--- src/rtl/dmem_dump_arbiter.sv ---
// dmem_dump_arbiter: shares the single-port data memory between the CPU
// load/store port and a sequencer that streams every memory word out over
// a valid/ready port. The CPU has priority. The dump engine takes idle
// cycles, and after MAX_WAIT denied cycles it forces one slot that stalls
// the CPU.
// Optional feature: define DMEM_DUMP_SKIP_ZERO_EN to skip zero-valued
// words, so that only nonzero words are presented.
module dmem_dump_arbiter #(
    parameter int unsigned DEPTH    = 128,
    parameter int unsigned MAX_WAIT = 4
) (
    input  logic        clock,
    input  logic        reset,
    input  logic        cpu_mem_read,
    input  logic        cpu_mem_write,
    input  logic [31:0] cpu_addr,
    input  logic [31:0] cpu_wdata,
    output logic [31:0] cpu_rdata,
    output logic        cpu_stall,
    output logic        mem_read,
    output logic        mem_write,
    output logic [31:0] mem_addr,
    output logic [31:0] mem_wdata,
    input  logic [31:0] mem_rdata,
    input  logic        dump_start,
    output logic        dump_busy,
    output logic        dump_valid,
    input  logic        dump_ready,
    output logic [31:0] dump_addr,
    output logic [31:0] dump_data,
    output logic        dump_done
);

    localparam int unsigned IW = (DEPTH > 1) ? $clog2(DEPTH) : 1;
    localparam int unsigned WW = (MAX_WAIT > 0) ? $clog2(MAX_WAIT + 1) : 1;
    localparam logic [IW-1:0] LAST_INDEX = IW'(DEPTH - 1);
    localparam logic [WW-1:0] WAIT_LIMIT = WW'(MAX_WAIT);

    typedef enum logic [1:0] {StIdle, StFetch, StHold, StDone} state_e;

    state_e        state;
    logic [IW-1:0] index;
    logic [WW-1:0] wait_cnt;

    logic        cpu_req;
    logic        in_fetch;
    logic        force_slot;
    logic        dump_grant;
    logic        skip_word;
    logic [31:0] index_addr;

    assign cpu_req    = cpu_mem_read | cpu_mem_write;
    assign in_fetch   = (state == StFetch);
    // After MAX_WAIT denied cycles the dump takes the port even against a CPU request.
    assign force_slot = in_fetch && cpu_req && (wait_cnt == WAIT_LIMIT);
    assign dump_grant = in_fetch && (!cpu_req || force_slot);
    assign index_addr = 32'(index) << 2;

`ifdef DMEM_DUMP_SKIP_ZERO_EN
    assign skip_word = (mem_rdata == 32'd0);
`else
    assign skip_word = 1'b0;
`endif

    // Memory port routing: the dump owns the port only in its granted FETCH cycle.
    always_comb begin
        cpu_stall = force_slot;
        mem_read  = cpu_mem_read;
        mem_write = cpu_mem_write;
        mem_addr  = cpu_addr;
        mem_wdata = cpu_wdata;
        cpu_rdata = mem_rdata;
        if (dump_grant) begin
            mem_read  = 1'b1;
            mem_write = 1'b0;
            mem_addr  = index_addr;
            mem_wdata = 32'd0;
            cpu_rdata = 32'd0;
        end
    end

    // Dump sequencer FSM with registered status and data outputs.
    always_ff @(posedge clock) begin
        if (!reset) begin
            state      <= StIdle;
            index      <= '0;
            wait_cnt   <= '0;
            dump_busy  <= 1'b0;
            dump_valid <= 1'b0;
            dump_done  <= 1'b0;
            dump_addr  <= 32'd0;
            dump_data  <= 32'd0;
        end else begin
            unique case (state)
                StIdle: begin
                    if (dump_start) begin
                        state     <= StFetch;
                        index     <= '0;
                        wait_cnt  <= '0;
                        dump_busy <= 1'b1;
                    end
                end
                StFetch: begin
                    if (dump_grant) begin
                        wait_cnt <= '0;
                        if (skip_word) begin
                            // Zero word is not presented; move straight on.
                            if (index == LAST_INDEX) begin
                                state     <= StDone;
                                dump_done <= 1'b1;
                            end else begin
                                index <= index + IW'(1);
                            end
                        end else begin
                            dump_data  <= mem_rdata;
                            dump_addr  <= index_addr;
                            dump_valid <= 1'b1;
                            state      <= StHold;
                        end
                    end else begin
                        wait_cnt <= wait_cnt + WW'(1);
                    end
                end
                StHold: begin
                    if (dump_ready) begin
                        dump_valid <= 1'b0;
                        if (index == LAST_INDEX) begin
                            state     <= StDone;
                            dump_done <= 1'b1;
                        end else begin
                            index <= index + IW'(1);
                            state <= StFetch;
                        end
                    end
                end
                StDone: begin
                    dump_done <= 1'b0;
                    dump_busy <= 1'b0;
                    state     <= StIdle;
                end
                default: state <= StIdle;
            endcase
        end
    end

endmodule

--- config.mk ---
export PLATFORM = sky130hd
export DESIGN_NAME = dmem_dump_arbiter
export DESIGN_NICKNAME = d
export VERILOG_FILES = /design/src/rtl/dmem_dump_arbiter.sv
export SDC_FILE = /design/constraint.sdc
export NUM_CORES = 1
export LEC_CHECK = 0
export ABC_AREA = 1
export BUFFER_PORTS_ARGS = -buffer_cell sky130_fd_sc_hd__buf_2
export CORE_AREA = 2 2 104 106
export CTS_CLUSTER_DIAMETER = 30
export DETAILED_ROUTE_END_ITERATION = 7
export DIE_AREA = 0 0 106 108
export PLACE_DENSITY = 0.66
export SETUP_SLACK_MARGIN = 0.15
export SLEW_MARGIN = 15
export SYNTH_ARGS = -nofsm -noshare
export SYNTH_HDL_FRONTEND = slang
export SYNTH_SLANG_ARGS = --single-unit
--- constraint.sdc ---
create_clock -name clock -period 1.5 [get_ports clock]
set_input_delay 0.3 -clock clock [delete_from_list [all_inputs] [get_ports clock]]
set_output_delay 0.3 -clock clock [all_outputs]
set_load 0.05 [all_outputs]
==> results of run 1 <==
==> kinds of logic after synthesis <==
kind of cell	share of synthesized area
xor gates and xnor gates	0.00289
adders and majority gates	0.0124
buffers and inverters	0.230
other	0.00124
AOI/OAI and AO/OA	0.152
and+or+nand+nor	0.246
DFF	0.356
==> layout by cell type, fill, tap and decap left out, types with 2 or more instances in the layout <==
cell / count
nor2_1: 13
buf_2: 151
buf_16: 6
a21oi_1: 34
nand2_2: 7
inv_2: 4
o21ai_0: 3
buf_8: 20
dfxtp_1: 47
inv_1: 102
nor2_2: 2
nand3_1: 11
nand4_1: 2
a21oi_2: 14
buf_6: 79
inv_6: 2
o21ai_1: 10
o21ai_2: 19
nand2_1: 39
clkbuf_16: 9
nand2_4: 15
clkbuf_4: 2
o21ai_4: 2
ha_4: 2
dfxtp_2: 6
clkbuf_8: 6
a21oi_4: 2
o21a_1: 2
buf_12: 5
conb_1: 25
nor2_4: 94
buf_4: 44
==> metal layers <==
layer / up-vias / share of wire
met5: - / 0
met4: 0 / 0.036
met3: 40 / 0.068
met2: 202 / 0.51
met1: 1948 / 0.38
li1: 2020 / -
==> report_power, final <==
part / total, mW / switching (mW) / internal (mW)
Clock: 0.997 / 0.513 / 0.483
Combinational: 3.33 / 2.12 / 1.21
Sequential: 1.62 / 0.0758 / 1.54
Total: 5.95 / 2.71 / 3.24
==> sequential cells by signal, indices dropped and copies added (netlist names) <==
name	cells
index	7
wait_cnt	3
dump_busy	1
dump_done	1
state	2
dump_valid	1
dump_addr	7
dump_data	32
==> final cells by class <==
type	count	area, µm²
multi-input combinational	305	2410
tap	136	170
sequential	54	1090
inverter	108	418
timing repair buffer	315	2760
clock inverter	1	8.76
fill	784	3270
clock buffer	7	108
==> worst paths after layout <==
kind	from	endpoint	slack, ns	depth (start not counted)
min	mem_rdata[3]	dump_data[3]	0.26	3
min reg2reg	dump_addr[6]	dump_addr[6]	0.47	2
max reg2reg	wait_cnt[0]	wait_cnt[2]	-0.34	13
max	wait_cnt[0]	cpu_rdata[23]	-0.60	9
==> worst min-delay path: stages <==
cell and delay, ns:
buf_2 0.07, inv_1 0.06, a21oi_1 0.11
==> timing repair <==
| item | in CTS | in global routing |
|---|---|---|
| gates resized for setup | 90 | 298 |
| pin swaps | 3 | 20 |
| cloned | 0 | 8 |
| setup buffers | 5 | 16 |
| endpoints found under the setup margin | 147 | 150 |
==> run metrics, run 1 <==
RSZ-0062 raised after global routing yes; fin cells 926; DP Area 5420 µm²; nets@finish 894; Placeable Area 10200 µm²; gr busiest metal met2; power after layout 5.95 mW; initial antenna violation count 0; via total after detailed routing 4210; area leader, netlist dfxtp_1; clk_lat worst skew 0.32 ns; # DRC 0; die height 108 µm; Die Width 106 µm; global-route wire length before repair 18800 µm; synthesis-to-layout area growth 129%; CP Cell Sequence inv_2, ha_4, nand2_4, a21oi_4, buf_12, buf_12, buf_16, nor2_4, buf_2; num ports 268; delay-heaviest family, CP buffers and inverters; final worst-path cycle share 1.40; fin crit period 2.10 ns; CTS max path bufs 2; Detailed Routing Iterations Pass 1 4; CP Launch Type register; Yosys reg bits 54; PwrDens 855 nW/µm²; Post-DP HPWL 9770 µm; Slowest Stage Delay on Critical Path 0.34 ns; pre-CTS setup slack -0.380 ns; die area 11400 µm²; GRT Overall Usage 0.207; Mapped Area 3040 µm²; worst vdd ir 0.000502 V; main area contributors after synthesis dfxtp_1 (36%), nor2_1 (13%), inv_1 (13%); Crit. End Element primary output; crit path buf inv count 5; vias in the first global route 3830; Post-synth EDFFs 0; Hold Violations, Final 0; Clock transition at path regs 0.11 ns; Main synth FF type dfxtp_1; WS Path Type register to primary output; failing checks setup timing; max-slew violation count 0; Placed Cells incl. Taps 889; total gr overflow 0; met2 usage 0.362; Synth warnings 0; CTS tree built; GP Congestion 0.987; root buffer cell clkbuf_8; Critical Path Fanout Max 14; sequential fraction of the synthesis area 0.356; status finished, violations left; Ant. Diodes 0; count leader, synth nor2_1; largest net degree at the start of global routing 31; global routing met3 resource utilization 0.0458; Yosys top cell area share 0.356; met1 Use GR 0.253; final instance area 6960 µm²; max frequency 477 MHz; Setup TNS -57.87 ns; hold buffers post-CTS 0; CP dominant cell by count buf_12; number of CTS-inserted buffers 5; final hold slack 0.255 ns; Slew headroom 0.627; commonest cells in the synthesized netlist nor2_1 (108), inv_1 (105), nand2_1 (62), dfxtp_1 (54), a21oi_1 (48); crit path DAT 1.80 ns; final WL 14300 µm; antenna-violating nets left 0; share of layout cells above drive strength 1 0.629; Mean Syn Cell Area 6.18 µm²; Hold Crit Class input port to register; port bufs 242; Final Skew 0.0158 ns; initial detailed-routing violation count 241; Via-to-Cell Ratio 4.55; Critical-path top delay cell dfxtp_2; CP Data Required Time 1.20 ns; Setup WS post-layout -0.598 ns; Leak 3.56 nW; Max H-tree Level 2; final cell utilization of the core 0.680; Initial Util 0.297; Max Cap Viol 0; Tightest Pin Transition 0.558 ns; num rows 37; Netlist cell types 24; Async S/R FF share, synth 0; endpoints failing setup 131; Synth Instances 491; wire per inst 15.4 µm; CTS Sinks 54
No activity file was read; power rests on OpenSTA's default activity.
==> inputs of run 2 (changes only) <==
CTS_CLUSTER_SIZE = 28   (was unset)
HOLD_SLACK_MARGIN = 0.15   (was unset)
SETUP_SLACK_MARGIN = unset   (was 0.15)
==> run 2 against run 1 <==
  * Sequential cell count unchanged
  * Final cell count down 2.2%
  * The run still ends with setup timing left
  * Largest cell class is now multi-input gates
  * Power down 7.5%
  * Global-route usage up 0.67 points
  * Non-clock buffer count down 20
  * Clock-buffer cell count down 2
  * First-iteration DRC count down 37%
  * Critical path depth down 1
==> run metrics, run 2 (synthesis gave the netlist of run 1 again) <==
Critical-path top delay cell dfxtp_2 (unchanged); FF-to-FF Start wait_cnt[0] (unchanged); final instance area 6060 µm² (was 6960 µm²); Crit. End Element primary output (unchanged); Max H-tree Level 2 (unchanged); GRT Overall Usage 0.214 (was 0.207); final worst-path cycle share 1.40 (about the same); CP Launch Type register (unchanged); vias in the first global route 3670 (was 3830); synthesis-to-layout area growth 99.8% (was 129%); RSZ-0062 raised after global routing yes (unchanged); Post-DP HPWL 10400 µm (was 9770 µm); CTS Sinks 54 (unchanged); hold buffers post-CTS 0 (unchanged); CP startpoint wait_cnt[0] (unchanged); Max Cap Viol 0 (unchanged); final WL 13400 µm (was 14300 µm); nets@finish 874 (was 894); share of layout cells above drive strength 1 0.556 (was 0.629); Initial Util 0.297 (unchanged); commonest non-fill, non-tap cell in the layout buf_2 (unchanged); root buffer cell clkbuf_8 (unchanged); Hold Crit Class input port to register (unchanged); antenna-violating nets left 0 (unchanged); Detailed Routing Iterations Pass 1 4 (unchanged); CP Cell Sequence inv_2, ha_4, nand2_4, a21oi_4, buf_12, buf_16, nor2_4, buf_2 (was inv_2, ha_4, nand2_4, a21oi_4, buf_12, buf_12, buf_16, nor2_4, buf_2); wire per inst 14.7 µm (was 15.4 µm); failing checks setup timing (unchanged); Critical Path Fanout Max 18 (was 14); crit path DAT 1.80 ns (about the same); num ports 268 (unchanged); global-route wire length before repair 19100 µm (was 18800 µm); DP Area 5370 µm² (was 5420 µm²); number of CTS-inserted buffers 5 (unchanged); Setup WS post-layout -0.599 ns (was -0.598 ns); total gr overflow 0 (unchanged); initial antenna violation count 0 (unchanged); Die Width 106 µm (unchanged); Placeable Area 10200 µm² (unchanged); largest net degree at the start of global routing 29 (was 31); Ant. Diodes 0 (unchanged); clk_lat worst skew 0.32 ns (about the same); max-slew violation count 0 (unchanged); CTS max path bufs 2 (unchanged); Via-to-Cell Ratio 4.40 (was 4.55); Top Registers dump_data: 32 flops, dump_addr: 7 flops, index: 7 flops (unchanged); endpoints failing setup 119 (was 131); Placed Cells incl. Taps 884 (was 889); fin cells 906 (was 926); max reg flops 32 (unchanged); fill count 950 (was 784); initial detailed-routing violation count 152 (was 241); Hold Violations, Final 0 (unchanged); worst vdd ir 0.000543 V (was 0.000502 V); PwrDens 908 nW/µm² (was 855 nW/µm²); Slowest Stage Delay on Critical Path 0.35 ns (was 0.34 ns); Final Skew 0.0195 ns (was 0.0158 ns); die height 108 µm (unchanged); Worst Hold Launch mem_rdata[0] (was mem_rdata[3]); GP Congestion 0.963 (was 0.987); Clock transition at path regs 0.12 ns (was 0.11 ns); # DRC 0 (unchanged); WS Path Type register to primary output (unchanged); max frequency 476 MHz (was 477 MHz); Leak 3.23 nW (was 3.56 nW); port bufs 242 (unchanged); fin crit period 2.10 ns (about the same); CTS tree built (unchanged); via total after detailed routing 3989 (was 4210); die area 11400 µm² (unchanged); status finished, violations left (unchanged); Largest Register dump_data (unchanged); num rows 37 (unchanged); CP Data Required Time 1.20 ns (about the same); commonest non-fill, non-tap cells in the layout buf_2 (201), inv_1 (102), nor2_4 (91) (was buf_2 (151), inv_1 (102), nor2_4 (94))
-- run 2: timing repair --
item | 4_1_cts | 5_1_grt
endpoints found under the hold margin | 0 | 0
setup buffers | 1 | 8
cloned | 2 | 3
resized for setup | 63 | 60
pin swaps | 1 | 2
endpoints found under the setup margin | 129 | 144
-- run 2: power by group --
group,total (mW),internal [mW],switching [mW]
Sequential,1.61,1.54,0.0674
Combinational,3.00,0.984,2.02
Clock,0.892,0.348,0.544
-- run 2: layout make-up --
type	count	area, µm²	share of cell area
Multi-Input combinational cell	305	2180	0.360
Sequential cell	54	1090	0.180
Clock inverter	3	28.8	0.00475
Inverter	108	412	0.0679
Timing Repair Buffer	295	2110	0.348
Clock buffer	5	68.8	0.0113
Tap cell	136	170	0.0281
-- run 2: path summary, 6_finish.rpt --
check                           slack (ns)           end  cells past startpoint
worst min-delay path                  0.24  dump_data[0]                      3
worst min register to register        0.47  dump_addr[5]                      2
worst max-delay path                 -0.60  mem_addr[11]                      8
worst max register to register       -0.19  dump_data[9]                     10
-- run 2: metrics by stage --
step / power [mW] / hold slack (ns) / setup WS, ns / TNS, ns / util
after global routing: 5.75 / 0.236 / -0.668 / -65.30 / 0.593
after detailed placement: 4.30 / 0.456 / -0.348 / -31.93 / 0.525
after global placement: 4.26 / 0.449 / -0.325 / -28.28 / 0.525
final: 5.50 / 0.242 / -0.599 / -55.98 / 0.593
after floorplan: 3.72 / 0.459 / -0.214 / -9.88 / -
after CTS: 5.33 / 0.233 / -0.625 / -55.11 / 0.560
-- run 2: layer usage --
layer  wire length [µm]  up-vias  track usage
met5                  0        -            0
met4                206        0       0.0442
met3                811       16       0.0313
met2               7070      167        0.401
met1               5270     1831        0.260
li1                   -     1975            -
-- run 2: worst max-delay path, delay by kind of cell, from the launching register on --
family / cells / cell delay (ns)
AND/OR/NAND/NOR: 2 / 0.10
flip-flops: 1 / 0.35
AO/OA/AOI/OAI: 1 / 0.18
buffers and inverters: 4 / 0.71
adder cells (fa/ha/maj): 1 / 0.13
